**config.mk**
```make
export PLATFORM = sky130hd
export DESIGN_NAME = subneg_core
export DESIGN_NICKNAME = d
export VERILOG_FILES = /design/src/rtl/subneg_pkg.sv /design/src/rtl/subneg_dmem.sv /design/src/rtl/subneg_core.sv
export SDC_FILE = /design/constraint.sdc
export NUM_CORES = 1
export LEC_CHECK = 0
export ABC_CLOCK_PERIOD_IN_PS = 2600
export BUFFER_PORTS_ARGS = -buffer_cell sky130_fd_sc_hd__buf_2
export CORE_MARGIN = 2
export CORE_UTILIZATION = 40
export DETAILED_ROUTE_END_ITERATION = 8
export HOLD_SLACK_MARGIN = 0.02
export MAX_ROUTING_LAYER = met4
export PLACE_DENSITY = 0.56
export SYNTH_ARGS = -nofsm -noshare
export SYNTH_HDL_FRONTEND = slang
export SYNTH_SLANG_ARGS = --single-unit
```
**constraint.sdc**
```tcl
create_clock -name clk -period 2.6 [get_ports clk]
set_input_delay 0.52 -clock clk [delete_from_list [all_inputs] [get_ports clk]]
set_output_delay 0.52 -clock clk [all_outputs]
set_load 0.01 [all_outputs]
```
**src/rtl/subneg_pkg.sv**
```systemverilog
// Shared types and instruction-field layout for the SUBNEG core.
package subneg_pkg;

    // Control FSM states; one instruction walks FETCH..EXEC in five cycles
    typedef enum logic [2:0] {
        S_IDLE   = 3'd0,
        S_FETCH  = 3'd1,
        S_DECODE = 3'd2,
        S_RD_A   = 3'd3,
        S_RD_B   = 3'd4,
        S_EXEC   = 3'd5,
        S_HALT   = 3'd6
    } state_t;

    // Instruction word is {A, B, C}, each field one address wide
    localparam int NUM_FIELDS = 3;
    localparam int C_LSB      = 0;

    function automatic int instr_w(input int aw);
        return NUM_FIELDS * aw;
    endfunction

    function automatic int a_lsb(input int aw);
        return 2 * aw;
    endfunction

    function automatic int b_lsb(input int aw);
        return aw;
    endfunction

endpackage

```
**src/rtl/subneg_dmem.sv**
```systemverilog
// Data memory: one core read/write port plus a host read port and a host
// write port. Out-of-range addresses read as zero and ignore writes.
module subneg_dmem
    import subneg_pkg::*;
#(
    parameter int WIDTH = 8,
    parameter int AW    = 4,
    parameter int DEPTH = 16
) (
    input  logic             i_clk,
    input  logic             i_core_we,
    input  logic [AW-1:0]    i_core_addr,
    input  logic [WIDTH-1:0] i_core_wdata,
    output logic [WIDTH-1:0] o_core_rdata,
    input  logic             i_host_we,
    input  logic [AW-1:0]    i_host_addr,
    input  logic [WIDTH-1:0] i_host_wdata,
    output logic [WIDTH-1:0] o_host_rdata
);

    logic [WIDTH-1:0] r_mem [DEPTH];
    logic             w_core_in_range;
    logic             w_host_in_range;

    assign w_core_in_range = ({1'b0, i_core_addr} < (AW+1)'(DEPTH));
    assign w_host_in_range = ({1'b0, i_host_addr} < (AW+1)'(DEPTH));

    assign o_core_rdata = w_core_in_range ? r_mem[i_core_addr] : '0;
    assign o_host_rdata = w_host_in_range ? r_mem[i_host_addr] : '0;

    // Storage update; the core port wins, though the top never enables both at once
    always_ff @(posedge i_clk) begin
        if (i_core_we && w_core_in_range) begin
            r_mem[i_core_addr] <= i_core_wdata;
        end else if (i_host_we && w_host_in_range) begin
            r_mem[i_host_addr] <= i_host_wdata;
        end
    end

endmodule

```
**src/rtl/subneg_core.sv**
```systemverilog
// Multi-cycle SUBNEG core: mem[B] -= mem[A]; branch to C if the result is negative.
// External synchronous instruction memory, internal data memory, host debug port.
module subneg_core
    import subneg_pkg::*;
#(
    parameter int WIDTH = 8,
    parameter int AW    = 4,
    parameter int DEPTH = 16,
    parameter int CNTW  = 32
) (
    input  logic              clk,
    input  logic              rst,
    input  logic              start,
    output logic [AW-1:0]     imem_addr,
    input  logic [3*AW-1:0]   imem_data,
    input  logic              host_we,
    input  logic [AW-1:0]     host_addr,
    input  logic [WIDTH-1:0]  host_wdata,
    output logic [WIDTH-1:0]  host_rdata,
    output logic              busy,
    output logic              halted,
    output logic [AW-1:0]     pc,
    output logic [CNTW-1:0]   instr_count
);

    localparam int INSTR_W = instr_w(AW);
    localparam int A_LSB   = a_lsb(AW);
    localparam int B_LSB   = b_lsb(AW);

    state_t               r_state;
    logic [AW-1:0]        r_pc;
    logic [INSTR_W-1:0]   r_ir;
    logic [WIDTH-1:0]     r_op1;
    logic [WIDTH-1:0]     r_op2;
    logic [CNTW-1:0]      r_count;
    logic                 r_busy;
    logic                 r_halted;

    logic [AW-1:0]        w_a;
    logic [AW-1:0]        w_b;
    logic [AW-1:0]        w_c;
    logic [WIDTH-1:0]     w_result;
    logic                 w_neg;
    logic [AW-1:0]        w_core_addr;
    logic                 w_core_we;
    logic [WIDTH-1:0]     w_core_rdata;
    logic                 w_host_we;

    assign w_a = r_ir[A_LSB +: AW];
    assign w_b = r_ir[B_LSB +: AW];
    assign w_c = r_ir[C_LSB +: AW];

    // Wrapped subtraction; the sign bit alone decides the branch, zero falls through
    assign w_result = r_op2 - r_op1;
    assign w_neg    = w_result[WIDTH-1];

    // Core port reads A only in RD_A; B is addressed for both the read and the write-back
    assign w_core_addr = (r_state == S_RD_A) ? w_a : w_b;
    // Reset in the EXEC cycle suppresses the write-back
    assign w_core_we   = (r_state == S_EXEC) && !rst;
    // Host writes only land while the core is not executing
    assign w_host_we   = host_we && !r_busy;

    // The program counter doubles as the fetch address; the external memory returns data during DECODE
    assign imem_addr   = r_pc;
    assign pc          = r_pc;
    assign busy        = r_busy;
    assign halted      = r_halted;
    assign instr_count = r_count;

    subneg_dmem #(
        .WIDTH (WIDTH),
        .AW    (AW),
        .DEPTH (DEPTH)
    ) u_dmem (
        .i_clk        (clk),
        .i_core_we    (w_core_we),
        .i_core_addr  (w_core_addr),
        .i_core_wdata (w_result),
        .o_core_rdata (w_core_rdata),
        .i_host_we    (w_host_we),
        .i_host_addr  (host_addr),
        .i_host_wdata (host_wdata),
        .o_host_rdata (host_rdata)
    );

    // Control FSM with registered status outputs
    always_ff @(posedge clk) begin
        if (rst) begin
            r_state  <= S_IDLE;
            r_pc     <= '0;
            r_ir     <= '0;
            r_op1    <= '0;
            r_op2    <= '0;
            r_count  <= '0;
            r_busy   <= 1'b0;
            r_halted <= 1'b0;
        end else begin
            case (r_state)
                S_IDLE, S_HALT: begin
                    if (start) begin
                        r_state  <= S_FETCH;
                        r_pc     <= '0;
                        r_count  <= '0;
                        r_busy   <= 1'b1;
                        r_halted <= 1'b0;
                    end
                end
                S_FETCH: begin
                    r_state <= S_DECODE;
                end
                S_DECODE: begin
                    r_ir    <= imem_data;
                    r_state <= S_RD_A;
                end
                S_RD_A: begin
                    r_op1   <= w_core_rdata;
                    r_state <= S_RD_B;
                end
                S_RD_B: begin
                    r_op2   <= w_core_rdata;
                    r_state <= S_EXEC;
                end
                S_EXEC: begin
                    r_count <= r_count + CNTW'(1);
                    r_pc    <= w_neg ? w_c : (r_pc + AW'(1));
                    // A taken branch onto itself can never make progress: stop here
                    if (w_neg && (w_c == r_pc)) begin
                        r_state  <= S_HALT;
                        r_busy   <= 1'b0;
                        r_halted <= 1'b1;
                    end else begin
                        r_state <= S_FETCH;
                    end
                end
                default: begin
                    r_state  <= S_IDLE;
                    r_busy   <= 1'b0;
                    r_halted <= 1'b0;
                end
            endcase
        end
    end

endmodule

```
==> impl_metrics.env <==
export IMPL_initial_core_util_pct=40.5
export IMPL_drcViolationCount=0
export IMPL_power_mw=7.68
export IMPL_die_y_um=160
export IMPL_path_buf_inv=3
export IMPL_synth_edf_count=128
export IMPL_htree_levels=4
export IMPL_nFillCells=2185
export IMPL_final_cell_mix="edfxtp_1 (128), buf_4 (79), buf_2 (76)"
export IMPL_cap_violations=0
export IMPL_clkTransAtPathRegs_ns=0.08
export IMPL_grt_overflow_total=0
export IMPL_fp_coreArea_mm2=0.0242
export IMPL_ff2ff_path_depth=9
export IMPL_endpoint_kind="output port"
export IMPL_grt_pass1_vias=7092
export IMPL_fin_crit_ns=2.57
export IMPL_nets=1005
export IMPL_antenna_found_initial=0
export IMPL_cp_num_cells=5
export IMPL_cts_root_buf="clkbuf_16"
export IMPL_fp_dieW_um=160
export IMPL_area_growth_synth_to_final_pct=18.6
export IMPL_vias_per_cell=5.63
export IMPL_synth_top_area_share_pct=39.3
export IMPL_grt_setup_unrepaired="no"
export IMPL_synth_seq_area_share_pct=53.4
export IMPL_grt_max_degree=57
export IMPL_multi_input_comb_area_mm2=0.00417
export IMPL_cp_top_family="multiplexers"
export IMPL_hp_class="input port to flip-flop"
export IMPL_numCtsBuffers=17
export IMPL_ios=78
export IMPL_grt_usage_pct=21.5
export IMPL_critPathKind="input port to output port"
export IMPL_vias=7342
export IMPL_first_iter_violations=539
export IMPL_synthFlopType="edfxtp_1"
export IMPL_routedWlPerCell_um=20.3
export IMPL_setup_ws_ns=0.0326
export IMPL_syn_num_nets=879
export IMPL_yosys_warnings=0
export IMPL_grt_pass1_wl_mm=41.2
export IMPL_holdPathStages=3
export IMPL_slew_violations=0
export IMPL_ys_ff_latch=197
export IMPL_ys_types=63
export IMPL_critical_path_max_stage_delay_ns=0.52
export IMPL_p_per_area_mw_per_mm2=661
export IMPL_fmax_ghz=0.389
export IMPL_startpoint="host_addr[0]"
export IMPL_r2r_start="r_state[0]"
export IMPL_max_slew_margin_pct=25.9
export IMPL_row_count=57
export IMPL_clk_latency_ns=0.43
export IMPL_ys_async_sr_fraction_pct=0
export IMPL_hp_start="imem_data[1]"
export IMPL_crit_required_ns=2.08
export IMPL_hold_viol_final=0
export IMPL_cts_tree="done"
export IMPL_synthTopCellsByArea="edfxtp_1 (39%), dfxtp_1 (14%), mux4_2 (9.2%), a21oi_1 (3.6%), mux2i_1 (3.5%)"
export IMPL_cp_slowest_cell="mux4_2"
export IMPL_syn_inst=841
export IMPL_worstPathMaxFanout=8
export IMPL_cts_setup_buffers=0
export IMPL_gp_congestion=0.861
export IMPL_post_dp_cell_area_mm2=0.0110
export IMPL_crit_top_cell="mux4_2"
export IMPL_netlist_area_mm2=0.00979
export IMPL_setup_violations=0
export IMPL_drtPass1Iterations=5
export IMPL_dieArea_mm2=0.0257
export IMPL_worstMarginPinSlew_ns=1.11
export IMPL_ant_nets=0
export IMPL_whs_ns=0.319
export IMPL_dp_hpwl_mm=19.0
export IMPL_peakVddDrop_mv=0.335
export IMPL_fin_area_mm2=0.0116
export IMPL_fin_setup_tns_ns=0
export IMPL_clock_sinks=197
export IMPL_status="complete, no violations"
export IMPL_wl_mm=26.4
export IMPL_place_ws_ns=-0.122
export IMPL_p_leak_nw=4.50
export IMPL_synth_top_cell_by_area="edfxtp_1"
export IMPL_cp_arrival_ns=2.05
export IMPL_seq_area_mm2=0.00523
export IMPL_layout_drive_gt1_share_pct=26.4
export IMPL_portBuffers=77
export IMPL_final_common_cell="edfxtp_1"
export IMPL_path_cells="buf_6 -> buf_4 -> mux4_2 -> mux4_2 -> buf_2"
export IMPL_cts_buffer_depth=2
export IMPL_cts_hold_buf=0
export IMPL_post_route_period_util_pct=98.7
export IMPL_avgSynthCellArea_um2=11.6
export IMPL_start_kind="input port"
export IMPL_fin_skew_ns=0.0162
export IMPL_antenna_cells=0
==> through the flow <==
step                std cells  utilization (%)
floorplan                 841                -
global placement         1271             45.5
detailed placement       1271             45.5
CTS                      1303             47.9
global route             1303             48.0
finish                   1303             48.0
==> Yosys cell counts, drive strengths merged (2+ instances only) <==
cell type / n
edfxtp: 128
and4: 4
a31oi: 25
o221ai: 16
or2: 7
o41ai: 4
nor2: 43
ha: 9
and2: 3
a21oi: 71
and3: 5
o211ai: 7
o22ai: 2
nand3b: 3
a221oi: 16
mux4: 40
nand2: 76
nor3: 19
nand4: 13
o2111ai: 2
or4: 2
clkbuf: 25
o31ai: 4
nand3: 42
o21ai: 38
mux2i: 36
dfxtp: 69
or3: 3
nand2b: 21
mux2: 7
xnor2: 3
inv: 31
a21boi: 2
nor2b: 7
o21a: 3
buf: 31
nor4: 3
a211oi: 2
xor2: 11
==> what timing repair did <==
action	in CTS	in global routing
hold endpoints to repair	0	0
gates resized for setup	4	5
pin swaps	0	0
endpoints found under the setup margin	24	28
gates cloned	1	0
==> worst reg2reg max path, cell delays in order (launching register included) <==
cell and delay [ns]:
dfxtp_1 0.33, buf_4 0.14, nand3b_4 0.15, mux2i_4 0.29, buf_4 0.18, buf_12 0.25
mux2i_1 0.28, a221oi_1 0.12, a31oi_1 0.42, o221ai_1 0.20
==> flip-flops by register name, summed over array words and instances (netlist names) <==
register / cells
busy: 1
halted: 1
imem_addr: 4
instr_count: 32
r_ir: 12
r_op1: 8
r_op2: 8
r_state: 3
u_dmem.r_mem: 128
==> power breakdown <==
group	switching, mW	leakage [nW]	internal [mW]
clock network	1.26	0.277	1.27
logic	0.922	2.49	0.574
registers	0.0631	1.73	3.59
total	2.25	4.50	5.43
==> kinds of logic after synthesis <==
logic type	synth area share, %
mux	13.9
xor+xnor	1.25
buf+inv	4.32
compound gates	12.4
fa+ha+maj	1.36
flops	53.4
simple gates	13.4
==> final cells by class <==
cell class / instances / area share [%]
multi-input combinational: 556 / 35.9
clock inverter: 14 / 1.16
tap: 324 / 3.49
clock buffer: 17 / 3.66
inverter: 32 / 1.03
sequential: 197 / 45.0
timing repair buffer: 163 / 9.68
==> layer usage <==
| layer | global-route usage [%] | part of all wire, % | vias up | wire, µm |
|---|---|---|---|---|
| li1 | - | - | 3472 | - |
| met1 | 29.2 | 45 | 3597 | 11900 |
| met2 | 32.5 | 46 | 236 | 12200 |
| met3 | 3.77 | 5.8 | 37 | 1530 |
| met4 | 7.70 | 2.9 | 0 | 770 |
| met5 | - | 0 | - | 0 |
==> final timing paths <==
| check | endpoint | slack [ns] |
|---|---|---|
| setup reg to reg | r_op1[6] | 0.11 |
| hold / removal | r_ir[1] | 0.32 |
| hold reg to reg | r_op2[6] | 0.48 |
| setup / recovery | host_rdata[3] | 0.03 |
Power figures use the tool's default switching activity.
